--- config.mk ---
export PLATFORM = sky130hd
export DESIGN_NAME = ex
export DESIGN_NICKNAME = d
export VERILOG_FILES = /design/src/rtl/ex_pkg.sv /design/src/rtl/ex_div_unit.sv /design/src/rtl/ex.sv
export SDC_FILE = /design/constraint.sdc
export NUM_CORES = 2
export LEC_CHECK = 0
export CAP_MARGIN = 20
export CORE_ASPECT_RATIO = 0.9
export CORE_MARGIN = 5
export CORE_UTILIZATION = 45
export CTS_BUF_LIST = sky130_fd_sc_hd__clkbuf_4
export CTS_CLUSTER_SIZE = 24
export DETAILED_ROUTE_END_ITERATION = 10
export SYNTH_ARGS = -nofsm -noshare
export SYNTH_HDL_FRONTEND = slang
export SYNTH_SLANG_ARGS = --single-unit
--- constraint.sdc ---
create_clock -name clk -period 28.8 [get_ports clk]
set_clock_uncertainty 0.05 [all_clocks]
set_input_delay 2.88 -clock clk [delete_from_list [all_inputs] [get_ports clk]]
set_output_delay 2.88 -clock clk [all_outputs]
set_load 0.005 [all_outputs]
--- src/rtl/ex_pkg.sv ---
// Shared constants for the execute stage: operand widths, ALU op/class encodings,
// decode opcode2 values for the multiply/divide group, and the divider FSM states.
package ex_pkg;

  localparam int REG_W      = 32;
  localparam int REG_ADDR_W = 5;
  localparam int ALU_OP_W   = 8;
  localparam int ALU_SEL_W  = 3;

  localparam logic [ALU_SEL_W-1:0] ALU_SEL_NOP        = 3'd0;
  localparam logic [ALU_SEL_W-1:0] ALU_SEL_LOGIC      = 3'd1;
  localparam logic [ALU_SEL_W-1:0] ALU_SEL_ARITHMETIC = 3'd2;
  localparam logic [ALU_SEL_W-1:0] ALU_SEL_MUL        = 3'd3;
  localparam logic [ALU_SEL_W-1:0] ALU_SEL_DIV        = 3'd4;

  localparam logic [ALU_OP_W-1:0] ALU_OR     = 8'h01;
  localparam logic [ALU_OP_W-1:0] ALU_AND    = 8'h02;
  localparam logic [ALU_OP_W-1:0] ALU_NOR    = 8'h03;
  localparam logic [ALU_OP_W-1:0] ALU_XOR    = 8'h04;
  localparam logic [ALU_OP_W-1:0] ALU_ADDW   = 8'h10;
  localparam logic [ALU_OP_W-1:0] ALU_SUBW   = 8'h11;
  localparam logic [ALU_OP_W-1:0] ALU_SLT    = 8'h12;
  localparam logic [ALU_OP_W-1:0] ALU_SLTU   = 8'h13;
  localparam logic [ALU_OP_W-1:0] ALU_MULW   = 8'h20;
  localparam logic [ALU_OP_W-1:0] ALU_MULHW  = 8'h21;
  localparam logic [ALU_OP_W-1:0] ALU_MULHWU = 8'h22;
  localparam logic [ALU_OP_W-1:0] ALU_DIVW   = 8'h30;
  localparam logic [ALU_OP_W-1:0] ALU_DIVWU  = 8'h31;
  localparam logic [ALU_OP_W-1:0] ALU_MODW   = 8'h32;
  localparam logic [ALU_OP_W-1:0] ALU_MODWU  = 8'h33;

  // Upper 17 instruction bits of the 3R-format multiply/divide group, matched by decode.
  localparam logic [16:0] OPC2_MULW   = 17'h00038;
  localparam logic [16:0] OPC2_MULHW  = 17'h00039;
  localparam logic [16:0] OPC2_MULHWU = 17'h0003a;
  localparam logic [16:0] OPC2_DIVW   = 17'h00040;
  localparam logic [16:0] OPC2_MODW   = 17'h00041;
  localparam logic [16:0] OPC2_DIVWU  = 17'h00042;
  localparam logic [16:0] OPC2_MODWU  = 17'h00043;

  typedef enum logic [1:0] {
    DIV_IDLE = 2'd0,
    DIV_BUSY = 2'd1,
    DIV_DONE = 2'd2
  } div_state_e;

  function automatic logic [REG_W-1:0] magnitude(input logic [REG_W-1:0] v,
                                                 input logic is_signed);
    return (is_signed && v[REG_W-1]) ? (~v + 32'd1) : v;
  endfunction

endpackage

--- src/rtl/ex_div_unit.sv ---
// Iterative radix-2 restoring divider: one quotient bit per cycle on operand
// magnitudes, with sign fix-up folded into the final step and a registered result.
module ex_div_unit
  import ex_pkg::*;
#(
  parameter int DIV_CYCLES = 32
) (
  input  logic             clk,
  input  logic             rst,
  input  logic             start_i,
  input  logic             signed_op_i,
  input  logic [REG_W-1:0] dividend_i,
  input  logic [REG_W-1:0] divisor_i,
  input  logic             flush_i,
  output logic             busy_o,
  output logic             done_o,
  output logic [REG_W-1:0] quotient_o,
  output logic [REG_W-1:0] remainder_o
);

  localparam int CNT_W = $clog2(DIV_CYCLES);
  localparam logic [CNT_W-1:0] LAST_CNT = CNT_W'(DIV_CYCLES - 1);

  div_state_e       state_q, state_d;
  logic [CNT_W-1:0] cnt_q, cnt_d;
  logic [REG_W-1:0] rem_q, rem_d;
  logic [REG_W-1:0] quo_q, quo_d;
  logic [REG_W-1:0] dvs_q, dvs_d;
  logic [REG_W-1:0] quot_res_q, quot_res_d;
  logic [REG_W-1:0] rem_res_q, rem_res_d;
  logic             q_neg_q, q_neg_d;
  logic             r_neg_q, r_neg_d;

  logic [REG_W:0]   trial;
  logic [REG_W-1:0] rem_step;
  logic [REG_W-1:0] quo_step;
  logic             last_step;
  logic             div_by_zero;

  assign last_step   = (cnt_q == LAST_CNT);
  assign div_by_zero = (divisor_i == '0);

  always_ff @(posedge clk) begin
    if (rst) begin
      state_q <= DIV_IDLE;
    end else begin
      state_q <= state_d;
    end
  end

  always_comb begin
    state_d = state_q;
    if (flush_i) begin
      state_d = DIV_IDLE;
    end else begin
      case (state_q)
        DIV_IDLE: if (start_i) state_d = div_by_zero ? DIV_DONE : DIV_BUSY;
        DIV_BUSY: if (last_step) state_d = DIV_DONE;
        DIV_DONE: state_d = DIV_IDLE;
        default:  state_d = DIV_IDLE;
      endcase
    end
  end

  always_comb begin
    busy_o = 1'b0;
    done_o = 1'b0;
    if (!rst && !flush_i) begin
      case (state_q)
        DIV_IDLE: busy_o = start_i;
        DIV_BUSY: busy_o = 1'b1;
        DIV_DONE: done_o = 1'b1;
        default:  ;
      endcase
    end
  end

  // Shift the next dividend bit into the partial remainder; keep the difference if it did not borrow.
  always_comb begin
    trial    = {rem_q, quo_q[REG_W-1]} - {1'b0, dvs_q};
    rem_step = trial[REG_W] ? {rem_q[REG_W-2:0], quo_q[REG_W-1]} : trial[REG_W-1:0];
    quo_step = {quo_q[REG_W-2:0], ~trial[REG_W]};
  end

  always_comb begin
    cnt_d      = cnt_q;
    rem_d      = rem_q;
    quo_d      = quo_q;
    dvs_d      = dvs_q;
    quot_res_d = quot_res_q;
    rem_res_d  = rem_res_q;
    q_neg_d    = q_neg_q;
    r_neg_d    = r_neg_q;
    case (state_q)
      DIV_IDLE: begin
        if (start_i && !flush_i) begin
          cnt_d   = '0;
          rem_d   = '0;
          quo_d   = magnitude(dividend_i, signed_op_i);
          dvs_d   = magnitude(divisor_i, signed_op_i);
          q_neg_d = signed_op_i & (dividend_i[REG_W-1] ^ divisor_i[REG_W-1]);
          r_neg_d = signed_op_i & dividend_i[REG_W-1];
          if (div_by_zero) begin
            quot_res_d = '1;
            rem_res_d  = dividend_i;
          end
        end
      end
      DIV_BUSY: begin
        cnt_d = cnt_q + CNT_W'(1);
        rem_d = rem_step;
        quo_d = quo_step;
        if (last_step) begin
          quot_res_d = q_neg_q ? -quo_step : quo_step;
          rem_res_d  = r_neg_q ? -rem_step : rem_step;
        end
      end
      default: ;
    endcase
  end

  always_ff @(posedge clk) begin
    if (rst) begin
      cnt_q      <= '0;
      rem_q      <= '0;
      quo_q      <= '0;
      dvs_q      <= '0;
      quot_res_q <= '0;
      rem_res_q  <= '0;
      q_neg_q    <= 1'b0;
      r_neg_q    <= 1'b0;
    end else begin
      cnt_q      <= cnt_d;
      rem_q      <= rem_d;
      quo_q      <= quo_d;
      dvs_q      <= dvs_d;
      quot_res_q <= quot_res_d;
      rem_res_q  <= rem_res_d;
      q_neg_q    <= q_neg_d;
      r_neg_q    <= r_neg_d;
    end
  end

  assign quotient_o  = quot_res_q;
  assign remainder_o = rem_res_q;

endmodule

--- src/rtl/ex.sv ---
// Execute stage: single-cycle logic/arithmetic/multiply, plus an iterative divider
// that stalls the front end and hides partial results from the forwarding bus.
module ex
  import ex_pkg::*;
#(
  parameter int DIV_CYCLES = 32
) (
  input  logic                  clk,
  input  logic                  rst,
  input  logic [ALU_OP_W-1:0]   aluop_i,
  input  logic [ALU_SEL_W-1:0]  alusel_i,
  input  logic [REG_W-1:0]      reg1_i,
  input  logic [REG_W-1:0]      reg2_i,
  input  logic [REG_ADDR_W-1:0] reg_write_addr_i,
  input  logic                  reg_write_en_i,
  input  logic                  flush_i,
  output logic                  reg_write_en_o,
  output logic [REG_ADDR_W-1:0] reg_write_addr_o,
  output logic [REG_W-1:0]      reg_write_data_o,
  output logic                  stall_req_o
);

  logic [REG_W-1:0]   logic_res;
  logic [REG_W-1:0]   arith_res;
  logic [REG_W-1:0]   mul_res;
  logic [REG_W-1:0]   result;
  logic [2*REG_W-1:0] u_prod;
  logic [REG_W-1:0]   mulh_s;

  logic             is_div_op;
  logic             div_signed;
  logic             div_is_mod;
  logic             div_start;
  logic             div_busy;
  logic             div_done;
  logic [REG_W-1:0] div_quot;
  logic [REG_W-1:0] div_rem;

  always_comb begin
    logic_res = '0;
    case (aluop_i)
      ALU_OR:  logic_res = reg1_i | reg2_i;
      ALU_AND: logic_res = reg1_i & reg2_i;
      ALU_NOR: logic_res = ~(reg1_i | reg2_i);
      ALU_XOR: logic_res = reg1_i ^ reg2_i;
      default: ;
    endcase
  end

  always_comb begin
    arith_res = '0;
    case (aluop_i)
      ALU_ADDW: arith_res = reg1_i + reg2_i;
      ALU_SUBW: arith_res = reg1_i - reg2_i;
      ALU_SLT:  arith_res = {31'd0, $signed(reg1_i) < $signed(reg2_i)};
      ALU_SLTU: arith_res = {31'd0, reg1_i < reg2_i};
      default:  ;
    endcase
  end

  // One unsigned multiplier; the signed high word is corrected by subtracting each
  // operand where the other is negative (exact modulo 2^32).
  assign u_prod = {{REG_W{1'b0}}, reg1_i} * {{REG_W{1'b0}}, reg2_i};
  assign mulh_s = u_prod[2*REG_W-1:REG_W]
                  - (reg1_i[REG_W-1] ? reg2_i : '0)
                  - (reg2_i[REG_W-1] ? reg1_i : '0);

  always_comb begin
    mul_res = '0;
    case (aluop_i)
      ALU_MULW:   mul_res = u_prod[REG_W-1:0];
      ALU_MULHW:  mul_res = mulh_s;
      ALU_MULHWU: mul_res = u_prod[2*REG_W-1:REG_W];
      default:    ;
    endcase
  end

  always_comb begin
    is_div_op  = 1'b0;
    div_signed = 1'b0;
    div_is_mod = 1'b0;
    if (alusel_i == ALU_SEL_DIV) begin
      case (aluop_i)
        ALU_DIVW:  begin is_div_op = 1'b1; div_signed = 1'b1; end
        ALU_DIVWU: begin is_div_op = 1'b1; end
        ALU_MODW:  begin is_div_op = 1'b1; div_signed = 1'b1; div_is_mod = 1'b1; end
        ALU_MODWU: begin is_div_op = 1'b1; div_is_mod = 1'b1; end
        default:   ;
      endcase
    end
  end

  assign div_start = is_div_op;

  ex_div_unit #(
    .DIV_CYCLES (DIV_CYCLES)
  ) u_div (
    .clk         (clk),
    .rst         (rst),
    .start_i     (div_start),
    .signed_op_i (div_signed),
    .dividend_i  (reg1_i),
    .divisor_i   (reg2_i),
    .flush_i     (flush_i),
    .busy_o      (div_busy),
    .done_o      (div_done),
    .quotient_o  (div_quot),
    .remainder_o (div_rem)
  );

  always_comb begin
    result = '0;
    case (alusel_i)
      ALU_SEL_LOGIC:      result = logic_res;
      ALU_SEL_ARITHMETIC: result = arith_res;
      ALU_SEL_MUL:        result = mul_res;
      ALU_SEL_DIV:        if (is_div_op && div_done) result = div_is_mod ? div_rem : div_quot;
      default:            ;
    endcase
  end

  // A stalled or flushed instruction must never appear on the forwarding bus.
  assign stall_req_o      = div_busy;
  assign reg_write_en_o   = ~rst & reg_write_en_i & ~div_busy & ~flush_i;
  assign reg_write_addr_o = rst ? '0 : reg_write_addr_i;
  assign reg_write_data_o = rst ? '0 : result;

endmodule

==> results.json <==
{
  "status": "finished clean",
  "start_util_pct": 45.26,
  "yosysWarnings": 0,
  "antenna_found_initial": 8,
  "slew_viol_final": 0,
  "final_min_period_over_clock_period_pct": 70.03,
  "synthesis.area_per_instance_um2": 7.881,
  "worst_ep_arrival_time_ns": 17.24,
  "tritoncts.num_buffers": 17,
  "grt_use_met1_pct": 50.91,
  "clock_tree.buffer_depth": 2,
  "clock_edge_transition_at_the_registers_on_the_reported_setup_and_hold_paths_ns": 0.15,
  "die_h_um": 332.5,
  "dr_total_vias": 48630,
  "hold_start": "u_div.dvs_q[14]$_SDFFE_PP0P_",
  "fin_tns_setup_ns": 0,
  "setup_repair_after_global_routing_missed_its_margin": "no",
  "critical_path.startpoint_type": "input pin",
  "post_synth_main_area_contributors": "fa_1, ha_1, inv_1",
  "synth.net_count": 8041,
  "die_width_um": 368.3,
  "syn-cell-area_um2": 51990,
  "maximum_achievable_frequency_ghz": 0.04958,
  "worst_setup_path_startpoint": "reg1_i[3]",
  "worst_pin_slew_ns": 1.247,
  "place_ws_ns": 8.984,
  "final_layout_size_suffix_gt1_share_pct": 3.996,
  "post-route-drc-count": 0,
  "netlist.top_cell.by_area": "fa_1",
  "cts_setup_buffers": 0,
  "detailedRoute.firstIterationViolations": 5759,
  "die_area_um2": 122400,
  "grt_overflow": 0,
  "cp_max_fo": 16,
  "global_route.usage.met2_pct": 50.56,
  "global_route.usage.met3_pct": 13.83,
  "crit_required_ns": 25.87,
  "maxSlewHeadroom_pct": 16.02,
  "ff2ff_setup_slack_ns": 22.46,
  "postRouteAntennaNets": 0,
  "type_of_the_most_critical_hold_path": "reg2reg",
  "totalWireLength_um": 227800,
  "cts-htree-levels": 4,
  "finalHoldViolations": 0,
  "via_count_of_the_first_global_routing_pass": 47830,
  "worst_r2r_startpoint": "u_div.quo_q[31]$_SDFFE_PP0P_",
  "maximum_number_of_pins_on_one_net_before_global_route_repair": 92,
  "per_cell_routed_wire_length_um": 28.43,
  "nNetsFinal": 7937,
  "synth-seq-area-share_pct": 6.508,
  "finalWeightedCongestion": 1.030,
  "core_area_um2": 114900,
  "groute.usage.overall_pct": 36.64,
  "layout_setup_ws_ns": 8.631,
  "synth_flop_cell": "dfxtp_1",
  "cts_root_buffer": "clkbuf_4",
  "yosysUniqueCellTypes": 89,
  "portBuffers": 122,
  "grt_pass1_wl_um": 332200,
  "ys_seq_elements": 169,
  "cts_sinks": 169,
  "place.detailed.hpwl_um": 177300,
  "rows": 118,
  "viasPerCell": 6.071,
  "cp_most_frequent_cell": "fa_1",
  "ctsHoldBuffers": 0,
  "synth-edff-count": 0,
  "grt_most_used_layer": "met1",
  "critPathMaxStageDelay_ns": 1.23,
  "clock_insertion_delay_at_the_later_pin_of_the_skew_report_ns": 0.66,
  "finalSetupViolations": 0,
  "timing.setup.critical_path_class": "in2out",
  "cts.repair.resized": 0,
  "synthToLayoutAreaGrowth_pct": 6.149,
  "synthArstFlopShare_pct": 0,
  "drt-pass1-iter-count": 9,
  "crit_slowest_cell": "clkdlybuf4s50_1",
  "maxCapViolations": 0,
  "clock_period_minus_worst_slack_ns": 20.17,
  "cp-end-kind": "output port",
  "num_io_pins": 123,
  "synth_top_area_share_pct": 35.77,
  "cell_count_after_synthesis": 6597,
  "clock_tree_from_tritoncts": "yes"
}
## metrics by stage
| stage | std cells | utilization, % | instance area, µm² | hold slack, ns |
|---|---|---|---|---|
| global placement | 7969 | 47.69 | 54780 | 0.3900 |
| floorplan | 6597 | - | 51990 | 0.3819 |
| finish | 8011 | 48.04 | 55190 | 0.4129 |
| CTS | 8003 | 47.98 | 55110 | 0.4150 |
| global route | 8008 | 48.04 | 55180 | 0.4325 |
| detailed placement | 7971 | 47.73 | 54820 | 0.3938 |
## routing by layer
metal,wire (µm),vias to the layer above
met5,54,-
li1,-,20860
met1,91790,24060
met2,89810,3162
met3,32810,538
met4,13310,8
## cells by family after synthesis
kind of cell	synth area share, %
XOR/XNOR	4.075
adder cells (fa/ha/maj)	46.15
buffers and inverters	10.97
flip-flops	6.508
multiplexers	0.6305
AO/OA/AOI/OAI	15.17
AND/OR/NAND/NOR	16.50
## area by class of cell
class,count,area [µm²]
fill,11510,59680
multi-input combinational,4914,42990
inverter,1113,4178
sequential,169,3383
timing repair buffer,278,2456
tap,1500,1877
clock inverter,15,161.4
clock buffer,17,127.6
antenna,5,12.51
## synth_stat cells, drive strengths merged (47+ instances only)
master  number
nor2       920
o221ai      51
a21o        86
xnor2      171
inv       1095
nor3        68
clkbuf     313
buf         88
a211oi      50
dfxtp      169
nand2      785
a221oi      58
a31oi       47
fa         929
ha         431
o21ai      241
a21oi      383
xor2        70
nand3       67
## critical path: cells and delay by family
family / cells / cell delay [ns]
AOI/OAI and AO/OA: 19 / 6.05
adders and majority gates: 11 / 4.31
buffers and inverters: 7 / 3.10
xor gates and xnor gates: 2 / 0.65
and+or+nand+nor: 2 / 0.25
## state kept, by name, indices dropped and copies added (netlist names)
name and count:
u_div.dvs_q 32, u_div.quotient_o 32, u_div.state_q 2, u_div.q_neg_q 1, u_div.cnt_q 5, u_div.r_neg_q 1, u_div.remainder_o 32, u_div.quo_q 32
u_div.rem_q 32
## cells in the final DEF, fill, tap and decap left out, drive strengths merged, types with 22 or more instances in the layout
master,Yosys,routed
o211ai,27,27
mux2i,29,29
xor2,70,70
o22ai,39,39
xnor2,171,171
o31ai,38,38
clkdlybuf4s50,0,121
a31oi,47,47
a21oi,383,383
a211oi,50,50
nor2,920,920
a21o,86,86
or3,25,25
nand3,67,67
nand2b,29,29
dfxtp,169,169
o21ai,241,241
nor2b,31,31
o41ai,22,22
fa,929,929
o221ai,51,51
ha,431,431
a221oi,58,58
o21bai,35,35
nor4,32,32
nand4,31,31
buf,88,155
inv,1095,1103
nand2,785,785
nor3,68,68
## path summary, 6_finish.rpt
check                                                           to  cells past startpoint
worst min register to register        u_div.dvs_q[14]$_SDFFE_PP0P_                      2
worst max-delay path                          reg_write_data_o[28]                     41
worst min-delay path                  u_div.dvs_q[14]$_SDFFE_PP0P_                      2
worst max register to register  u_div.remainder_o[28]$_SDFFE_PP0P_                     23
Power is left out: the tool's default activity adds up to more than one toggle a clock period on the data nets, which glitch-free logic cannot reach.
